--- config.mk ---
export PLATFORM = sky130hd
export DESIGN_NAME = snn_timestep_scheduler
export DESIGN_NICKNAME = d
export VERILOG_FILES = /design/src/rtl/snn_timestep_scheduler.sv
export SDC_FILE = /design/constraint.sdc
export NUM_CORES = 1
export LEC_CHECK = 0
export BUFFER_PORTS_ARGS = -buffer_cell sky130_fd_sc_hd__buf_2
export CAP_MARGIN = 10
export CORE_AREA = 2 2 67 69
export DETAILED_ROUTE_END_ITERATION = 8
export DIE_AREA = 0 0 69 71
export MAX_ROUTING_LAYER = met4
export PLACE_DENSITY = 0.72
export SETUP_SLACK_MARGIN = 0.15
export SYNTH_ARGS = -nofsm -noshare
export SYNTH_HDL_FRONTEND = slang
export SYNTH_SLANG_ARGS = --single-unit
--- constraint.sdc ---
create_clock -name clk -period 6.95 [get_ports clk]
set_clock_uncertainty 0.15 [all_clocks]
set_input_delay 0.3475 -clock clk [delete_from_list [all_inputs] [get_ports clk]]
set_output_delay 0.3475 -clock clk [all_outputs]
set_load 0.005 [all_outputs]
--- src/rtl/snn_timestep_scheduler.sv ---
// -----------------------------------------------------------------------------
// snn_timestep_scheduler
//
// Clocked sequencer for the memory-side row-streaming datapath of the SNN
// accelerator. It first loads FILT_ROWS kernel rows (row r goes to PE r). It
// then streams IF_ROWS ifmap rows for each timestep. Rows at or beyond
// FILT_ROWS all go to the last PE and are paced by that PE's credit pulses.
// After the stream, the block waits for DONE_CNT DONE tokens, advances the
// timestep, and parks in FINISH after TIMESTEPS timesteps.
//
// Optional feature (macro SCHED_PERF_CNT_EN):
//   When defined, adds output stall_cnt[15:0]. It counts cycles lost to zero
//   credit while streaming, plus cycles with valid && !ready. It saturates at
//   16'hFFFF and clears on each timestep close.
//
// Ports:
//   clk, rst_n        clock, asynchronous active-low reset
//   start             start pulse (IDLE: begin, FINISH: return to IDLE)
//   req_valid/ready   row-read request handshake
//   req_type          2'b01 kernel row, 2'b00 ifmap row
//   req_row           row index
//   req_t             timestep of an ifmap request (0 for kernel rows)
//   req_dest          destination PE address
//   pe5_cred          one-cycle pulse: last PE can accept one more row
//   done_tok          one-cycle pulse: one DONE packet received
//   cur_t             current timestep
//   ts_adv            one-cycle pulse when a timestep closes
//   busy / finished   activity / completion status
//   done_ovf          sticky: too many DONE tokens within one timestep
//   stall_cnt         (SCHED_PERF_CNT_EN only) stall cycle counter
// -----------------------------------------------------------------------------
module snn_timestep_scheduler #(
  parameter int TIMESTEPS = 2,
  parameter int FILT_ROWS = 5,
  parameter int IF_ROWS   = 25,
  parameter int DONE_CNT  = 7,
  parameter int CRED_MAX  = 4,
  parameter int TS_W      = 4
) (
  input  logic            clk,
  input  logic            rst_n,
  input  logic            start,
  output logic            req_valid,
  input  logic            req_ready,
  output logic [1:0]      req_type,
  output logic [4:0]      req_row,
  output logic [TS_W-1:0] req_t,
  output logic [3:0]      req_dest,
  input  logic            pe5_cred,
  input  logic            done_tok,
  output logic [TS_W-1:0] cur_t,
  output logic            ts_adv,
  output logic            busy,
  output logic            finished,
  output logic            done_ovf
`ifdef SCHED_PERF_CNT_EN
  ,
  output logic [15:0]     stall_cnt
`endif
);

  localparam int CRED_W = $clog2(CRED_MAX + 1);
  localparam int DONE_W = $clog2(DONE_CNT + 1);

  localparam logic [4:0]        ROW_FILT   = 5'(FILT_ROWS);
  localparam logic [4:0]        ROW_K_LAST = 5'(FILT_ROWS - 1);
  localparam logic [4:0]        ROW_I_LAST = 5'(IF_ROWS - 1);
  localparam logic [CRED_W-1:0] CRED_SAT   = CRED_W'(CRED_MAX);
  localparam logic [DONE_W-1:0] DONE_FULL  = DONE_W'(DONE_CNT);
  localparam logic [TS_W-1:0]   T_LAST     = TS_W'(TIMESTEPS - 1);

  localparam logic [1:0] TYPE_KERNEL = 2'b01;
  localparam logic [1:0] TYPE_INPUT  = 2'b00;

  typedef enum logic [2:0] {
    ST_IDLE,
    ST_LOAD_K,
    ST_STREAM,
    ST_WAIT_DONE,
    ST_FINISH
  } state_e;

  // Fixed NoC addresses of the five PEs, indexed by kernel row.
  function automatic logic [3:0] pe_addr(input logic [4:0] idx);
    case (idx)
      5'd0:    pe_addr = 4'b0001;
      5'd1:    pe_addr = 4'b0101;
      5'd2:    pe_addr = 4'b0011;
      5'd3:    pe_addr = 4'b0111;
      default: pe_addr = 4'b1100;
    endcase
  endfunction

  state_e              state_q, state_d;
  logic [4:0]          row_q, row_d;
  logic [CRED_W-1:0]   cred_q, cred_d;
  logic [DONE_W-1:0]   done_q, done_d;
  logic [TS_W-1:0]     cur_t_q, cur_t_d;
  logic                ovf_q, ovf_d;
  logic                ts_adv_q, ts_adv_d;
  logic                req_valid_q, req_valid_d;
  logic [1:0]          req_type_q, req_type_d;
  logic [4:0]          req_row_q, req_row_d;
  logic [TS_W-1:0]     req_t_q, req_t_d;
  logic [3:0]          req_dest_q, req_dest_d;
  logic                busy_q, busy_d;
  logic                finished_q, finished_d;

  logic hs;         // request handshake this cycle
  logic consume;    // handshake on a credit-paced row
  logic count_tok;  // token arrives while tokens are being counted
  logic close;      // timestep closes this cycle

  assign hs        = req_valid_q && req_ready;
  assign consume   = hs && (state_q == ST_STREAM) && (row_q >= ROW_FILT);
  assign count_tok = done_tok && ((state_q == ST_STREAM) || (state_q == ST_WAIT_DONE));
  assign close     = (state_q == ST_WAIT_DONE) && (done_q == DONE_FULL);

  // NOTE: every signal gets a default at the top of the block, so no path can
  // leave one unassigned and infer a latch.
  always_comb begin
    state_d  = state_q;
    row_d    = row_q;
    cred_d   = cred_q;
    done_d   = done_q;
    cur_t_d  = cur_t_q;
    ovf_d    = ovf_q;
    ts_adv_d = 1'b0;

    // Credits: saturating increment. A simultaneous increment and consume
    // cancel out. Credits survive timestep changes and clear only in IDLE.
    if (state_q == ST_IDLE) begin
      cred_d = '0;
    end else if (pe5_cred && !consume) begin
      if (cred_q != CRED_SAT) cred_d = cred_q + CRED_W'(1);
    end else if (!pe5_cred && consume) begin
      cred_d = cred_q - CRED_W'(1);
    end

    // DONE tokens. Early tokens (during STREAM) are kept. On close, a token
    // arriving in the same cycle is credited to the next timestep.
    if (state_q == ST_IDLE) begin
      done_d = '0;
    end else if (close) begin
      done_d = (count_tok && (cur_t_q != T_LAST)) ? DONE_W'(1) : '0;
    end else if (count_tok) begin
      if (done_q == DONE_FULL) ovf_d = 1'b1;
      else                     done_d = done_q + DONE_W'(1);
    end

    case (state_q)
      ST_IDLE: begin
        if (start) begin
          state_d = ST_LOAD_K;
          row_d   = '0;
        end
      end
      ST_LOAD_K: begin
        if (hs) begin
          if (row_q == ROW_K_LAST) begin
            row_d   = '0;
            cur_t_d = '0;
            state_d = ST_STREAM;
          end else begin
            row_d = row_q + 5'd1;
          end
        end
      end
      ST_STREAM: begin
        if (hs) begin
          if (row_q == ROW_I_LAST) begin
            row_d   = '0;
            state_d = ST_WAIT_DONE;
          end else begin
            row_d = row_q + 5'd1;
          end
        end
      end
      ST_WAIT_DONE: begin
        if (close) begin
          ts_adv_d = 1'b1;
          if (cur_t_q == T_LAST) begin
            state_d = ST_FINISH;
          end else begin
            cur_t_d = cur_t_q + TS_W'(1);
            row_d   = '0;
            state_d = ST_STREAM;
          end
        end
      end
      ST_FINISH: begin
        if (start) begin
          state_d = ST_IDLE;
          cur_t_d = '0;
          ovf_d   = 1'b0;
        end
      end
      default: state_d = ST_IDLE;
    endcase

    // Outputs are decoded from the next state, so they are registered, yet a
    // new request appears in the cycle right after a handshake. Credit can
    // only fall through a handshake, so valid cannot drop while stalled.
    req_valid_d = (state_d == ST_LOAD_K) ||
                  ((state_d == ST_STREAM) && ((row_d < ROW_FILT) || (cred_d != '0)));
    req_type_d  = (state_d == ST_LOAD_K) ? TYPE_KERNEL : TYPE_INPUT;
    req_row_d   = ((state_d == ST_LOAD_K) || (state_d == ST_STREAM)) ? row_d : '0;
    req_t_d     = (state_d == ST_STREAM) ? cur_t_d : '0;
    if (state_d == ST_LOAD_K)
      req_dest_d = pe_addr(row_d);
    else if (state_d == ST_STREAM)
      req_dest_d = pe_addr((row_d >= ROW_FILT) ? ROW_K_LAST : row_d);
    else
      req_dest_d = '0;
    busy_d      = (state_d == ST_LOAD_K) || (state_d == ST_STREAM) ||
                  (state_d == ST_WAIT_DONE);
    finished_d  = (state_d == ST_FINISH);
  end

  // NOTE: sequential state uses non-blocking assignments only, so every flop
  // samples the pre-edge values regardless of statement order.
  always_ff @(posedge clk or negedge rst_n) begin
    if (!rst_n) begin
      state_q     <= ST_IDLE;
      row_q       <= '0;
      cred_q      <= '0;
      done_q      <= '0;
      cur_t_q     <= '0;
      ovf_q       <= 1'b0;
      ts_adv_q    <= 1'b0;
      req_valid_q <= 1'b0;
      req_type_q  <= '0;
      req_row_q   <= '0;
      req_t_q     <= '0;
      req_dest_q  <= '0;
      busy_q      <= 1'b0;
      finished_q  <= 1'b0;
    end else begin
      state_q     <= state_d;
      row_q       <= row_d;
      cred_q      <= cred_d;
      done_q      <= done_d;
      cur_t_q     <= cur_t_d;
      ovf_q       <= ovf_d;
      ts_adv_q    <= ts_adv_d;
      req_valid_q <= req_valid_d;
      req_type_q  <= req_type_d;
      req_row_q   <= req_row_d;
      req_t_q     <= req_t_d;
      req_dest_q  <= req_dest_d;
      busy_q      <= busy_d;
      finished_q  <= finished_d;
    end
  end

  assign req_valid = req_valid_q;
  assign req_type  = req_type_q;
  assign req_row   = req_row_q;
  assign req_t     = req_t_q;
  assign req_dest  = req_dest_q;
  assign cur_t     = cur_t_q;
  assign ts_adv    = ts_adv_q;
  assign busy      = busy_q;
  assign finished  = finished_q;
  assign done_ovf  = ovf_q;

`ifdef SCHED_PERF_CNT_EN
  logic [15:0] stall_q, stall_d;
  logic        stall_evt;

  // A credit stall is a streaming cycle with no request, because the row needs
  // credit and none is available. Backpressure is any cycle with valid && !ready.
  assign stall_evt = (req_valid_q && !req_ready) ||
                     ((state_q == ST_STREAM) && !req_valid_q &&
                      (row_q >= ROW_FILT) && (cred_q == '0));

  always_comb begin
    stall_d = stall_q;
    if (ts_adv_d)
      stall_d = '0;
    else if (stall_evt && (stall_q != 16'hFFFF))
      stall_d = stall_q + 16'd1;
  end

  always_ff @(posedge clk or negedge rst_n) begin
    if (!rst_n) stall_q <= '0;
    else        stall_q <= stall_d;
  end

  assign stall_cnt = stall_q;
`endif

endmodule
; Word-level counts from Yosys, hierarchy flattened
; Cells that the tools add are included.
[classes]
addsub = 5
shift = 0
div_mod_pow = 0
magnitude_cmp = 3
reduce_logical = 22
eq_ne = 21
muxes = 48
bitwise = 0
mul = 0
[op_table]
columns = operator, n
row1 = $mux 3, 16
row2 = $mux 5, 9
row3 = $mux 4, 8
row4 = $pmux 4 s4, 2
row5 = $eq 5x2->1 const B, 4
row6 = $pmux 5 s4, 1
row7 = $pmux 3 s5, 1
row8 = $eq 3x2->1 const B, 4
row9 = $pmux 4 s3, 1
row10 = $eq 5x1->1 const B, 2
row11 = $ge 5x3->1 const B, 2
row12 = $logic_not 5->1, 2
row13 = $mux 1, 10
row14 = $eq 3x3->1 const B, 3
row15 = $logic_and 1x1->1, 9
row16 = $add 3x1->3 const B, 2
row17 = $eq 3x1->1 const B, 2
row18 = $reduce_bool 3->1, 2
row19 = $add 5x1->5 const B, 1
row20 = $eq 5x3->1 const B, 1
row21 = $eq 5x5->1 const B, 1
row22 = $logic_or 1x1->1, 5
row23 = $lt 5x3->1 const B, 1
row24 = $add 4x1->4 const B, 1
row25 = 8 further kinds, 9
[totals]
output_inout_bits = 24
romBits = 0
memories = 0
ramBits = 0
reg_bits = 37
elab_cells = 113
input_bits = 6
latch_bits = 0

; Depth between registers and ports, before layout
[depth]
depth_word = 11
mapped_depth = 10
ltp_nobuf = 10

; Worst setup path after synthesis
; OpenSTA, ideal clock, no wires.
[synth_path]
kind = register to register
from = register row_q[1]
to = register req_valid_q, in the netlist req_valid
t_required_ns = 6.655
stages_incl_launch_ff = 9
path_slack_ns = 4.767
synth_period_minus_slack_ns = 2.183
t_arrival_ns = 1.888
cell_sequence = dfrtp_1 > inv_1 > ha_1 > o31ai_2 > a2111oi_4 > a211o_1 > mux2_2 > o21ai_1 > a41oi_1
[synth_between]
elab_chain_len = 10
[synth_lines]
columns = item, line
row1 = "start, declared", 95  ; logic [4:0] row_q, row_d;
row2 = "start signal, assigned", 240  ; row_q <= row_d;
row3 = branches (longest 9 deep; another with $add 5x1->5), -
row4 = $logic_or 1x1->1 *, 204  ; req_valid_d = (state_d == ST_LOAD_K) ||
row5 = via req_valid_d, 101  ; logic req_valid_q, req_valid_d;
row6 = "end signal, assigned", 246  ; req_valid_q <= req_valid_d;
row7 = "end, declared", 101
; Mark *: on every way through the listed nets, which the timed path passes.
; A chain may end at the register's enable or synchronous reset.

; Worst setup path after layout
[layout_path]
from = register done_q[0]
to = register req_valid_q, in the netlist req_valid
[layout_between]
elab_chain_len = 8
[layout_lines]
columns = item, line
row1 = "start, declared", 97  ; logic [DONE_W-1:0] done_q, done_d;
row2 = "start signal, assigned", 242  ; done_q <= done_d;
row3 = $eq 3x3->1 *, 117  ; assign close = (state_q == ST_WAIT_DONE) && (done_q == DONE_FULL);
row4 = $logic_and 1x1->1 *, 117
row5 = $mux 5, 180  ; if (close) begin
row6 = $pmux 5 s4, 151  ; case (state_q)
row7 = $lt 5x3->1, 205  ; ((state_d == ST_STREAM) && ((row_d < ROW_FILT) || (cred_d != '0)));
row8 = $logic_or 1x1->1, 205
row9 = $logic_and 1x1->1, 205
row10 = $logic_or 1x1->1 *, 204
row11 = via req_valid_d, 101
; The timed path passes the listed nets; every way through them passes the cells marked *.

==> summary.md <==
| Metric | Value |
|---|---|
| Core area | 4200 um2 |
| Cells after Synth | 210 |
| Synth Area in Adders | 6.13% |
| GRT Residual Overflow | 0 |
| Worst-path clk slew | 0.08 ns |
| Largest stage delay on the critical path | 0.41 ns |
| Worst-path cell chain | ha_1 -> ha_1 -> nand2_1 -> nor2_1 -> o21ai_2 -> a21oi_1 -> o31ai_2 -> a41oi_1 |
| Worst-Skew Late Latency | 0.30 ns |
| Crit path top cell by count | ha_1 |
| Largest net degree at the start of global routing | 38 |
| Fraction of registers with async set/reset | 100% |
| Setup_tns | 0 ns |
| Antenna Cells | 0 |
| Initial core utilization | 48.6% |
| Final period util | 36.7% |
| Die area | 4900 um2 |
| Port Buf Inserts | 28 |
| Area contributors post-synth | dfrtp_1, ha_1, nor2_1 |
| Yosys top cell area share | 45.3% |
| Post-DP HPWL | 2970 um |
| Max IR drop VDD | 0.000161 V |
| Post-CTS sizing | 0 |
| Clock root buffer | clkbuf_8 |
| Final hold slack | -0.0148 ns |
| Violated checks | hold timing |
| Die Span Y | 71 um |
| Leak Pwr | 1.15 nW |
| I/O Pins | 30 |
| Status | finished, violations left |
| Unrepaired setup endpoints after global routing | no |
| Avg WL per Cell | 14.0 um |
| Area growth, synth to finish | 14.4% |
| Worst setup SP type | register |
| Final period demand of the worst path | 2.55 ns |
| Hold-fix buffers, CTS | 0 |
| Most common cell in the netlist | dfrtp_1 |
| CP endpoint kind | register |
| Clk buf depth | 2 |
| Slew margin rel. | 46.1% |
| Vias in the first global route | 1,539 |
| Total global-route track usage | 18.9% |
| # DRC | 0 |
| Synth unique cells | 55 |
| TritonCTS Sinks | 37 |
| Post-synthesis mux area share | 2.57% |
| Sequential area share after synthesis | 45.3% |
| Final hold vios | 37 |
| Final setup vio count | 0 |
| CTS tree | yes |
| Post-Layout Cell Count | 291 |
| CP delay by family, top | compound AO/OA/AOI/OAI gates |
| DR iter-0 viols | 85 |
| Final ANT Viol Nets | 0 |
| Max Freq | 392 MHz |
| Cell Pwr Density | 436 nW/um2 |
| First-pass GRT wire length | 7220 um |
| Worst hold path class | in2async |
| Critical path buffers and inverters | 0 |
| Die X | 69 um |
| Row count | 24 |
| CP Data Arrival Time | 2.55 ns |
| Synth Warn # | 0 |
| Mapped Nets | 226 |
| GP Congestion | 0.934 |
| Top FF cell, synth | dfrtp_1 |
| Worst slew pin tran | 0.809 ns |
| Placed Instances | 283 |
| Setup CP Type | reg2reg |
| Synthesized area per cell | 9.72 um2 |
| Synth Area in Compound Gates | 17.4% |
| Simple-Gate Fraction of Synth Area | 21.5% |
| Largest family of logic cells by synthesized area | simple AND/OR/NAND/NOR gates |
| Largest area contributor in the netlist | dfrtp_1 |
| Inserted Clock Buffers | 5 |
| Worst EP required | 6.95 ns |
| Htree depth | 2 |
| Vias per cell | 5.41 |
| EDFF count, synth | 0 |
| Maxcap violations | 0 |
| Postcts setup bufs | 0 |
| Routed wire length | 4080 um |
| Commonest cells post-synth | dfrtp_1, nor2_1, nand2_1 |
| Pins Over Slew Limit | 0 |
| Post-synthesis xor/xnor area fraction | 1.65% |
| Vias | 1,573 |
| Share of cells above drive strength 1 | 22.2% |
| Synth Register Bits | 37 |
| Drt first pass iters | 6 |
| Layout Nets | 254 |
| Crit-path max FO | 15 |
| Slowest library cell on the worst path | dfrtp_1 |
| Synthesized cell area | 2040 um2 |
| Initial antenna violation count | 0 |
==> sequential cells by signal (all words and copies together), names as in the netlist, 3 cells and up <==
signal and count:
req_row 5, row_q 5, cur_t 4, req_dest 4, req_t 4, cred_q 3, done_q 3, state_q 3
==> worst register-to-register path, delay by kind of cell, from the launching register on <==
family          cells  cell delay [ns]
flops               1             0.41
compound gates      4             1.06
simple gates        2             0.21
fa+ha+maj           2             0.55
==> routing by layer <==
| layer | GRT usage [%] | share of wire (%) | wire (um) |
|---|---|---|---|
| met1 | 24.5 | 48 | 1950 |
| met2 | 29.1 | 47 | 1920 |
| met3 | 4.13 | 3.4 | 138 |
| met4 | 7.41 | 1.6 | 66 |
| met5 | - | 0 | 0 |
==> path summary, 6_finish.rpt <==
path,start,cells after the start,slack [ns],end
min reg2reg,done_ovf,2,0.37,done_ovf
max in group asynchronous,rst_n,1,6.16,row_q[3]
min,rst_n,1,-0.01,cred_q[0]
max reg2reg,done_q[0],8,4.40,req_valid
max,done_q[0],8,4.40,req_valid
min in group clk,start,2,0.14,state_q[2]
==> stage by stage <==
step	setup WS [ns]	hold WS [ns]	power, W	area (um2)	utilization (%)
floorplan	4.77	-0.0981	0.000690	2040	-
detailed placement	4.44	0.336	0.000797	2200	52.4
finish	4.40	-0.0148	0.00102	2340	55.6
global route	4.19	0.0549	0.00110	2340	55.6
global placement	4.46	0.326	0.000784	2200	52.4
CTS	4.42	0.0125	0.00102	2340	55.6
==> power breakdown <==
part,switching [W],internal [W]
combinational,0.000263,0.000181
sequential,0.0000735,0.000278
clock,0.0000808,0.000143
==> layout by cell type (no fill, tap or decap), drive strengths merged, types with 3 or more instances in the layout <==
cell    instances
dfrtp          37
buf            28
nor2           24
nand2          21
inv            14
a21oi          12
nand3          10
ha             10
o21ai           8
nor3            7
and3            5
o22ai           5
clkbuf          5
a31oi           4
nor2b           4
mux2i           3
o31ai           3
==> layout make-up <==
type                    instances  area [um2]
flip-flops and latches         37         926
fillers                       394        1870
inverters                      15        61.3
multi-input cells             151        1010
well taps                      52        65.1
repair buffers                 28         140
clock buffers                   5        68.8
clock inverters                 3        65.1
==> cell families after synthesis <==
logic type | Yosys count
other cells | 1
flops | 37
buf+inv | 22
mux | 5
compound gates | 47
xor+xnor | 3
simple gates | 85
fa+ha+maj | 10
(Power assumes the default switching activity.)
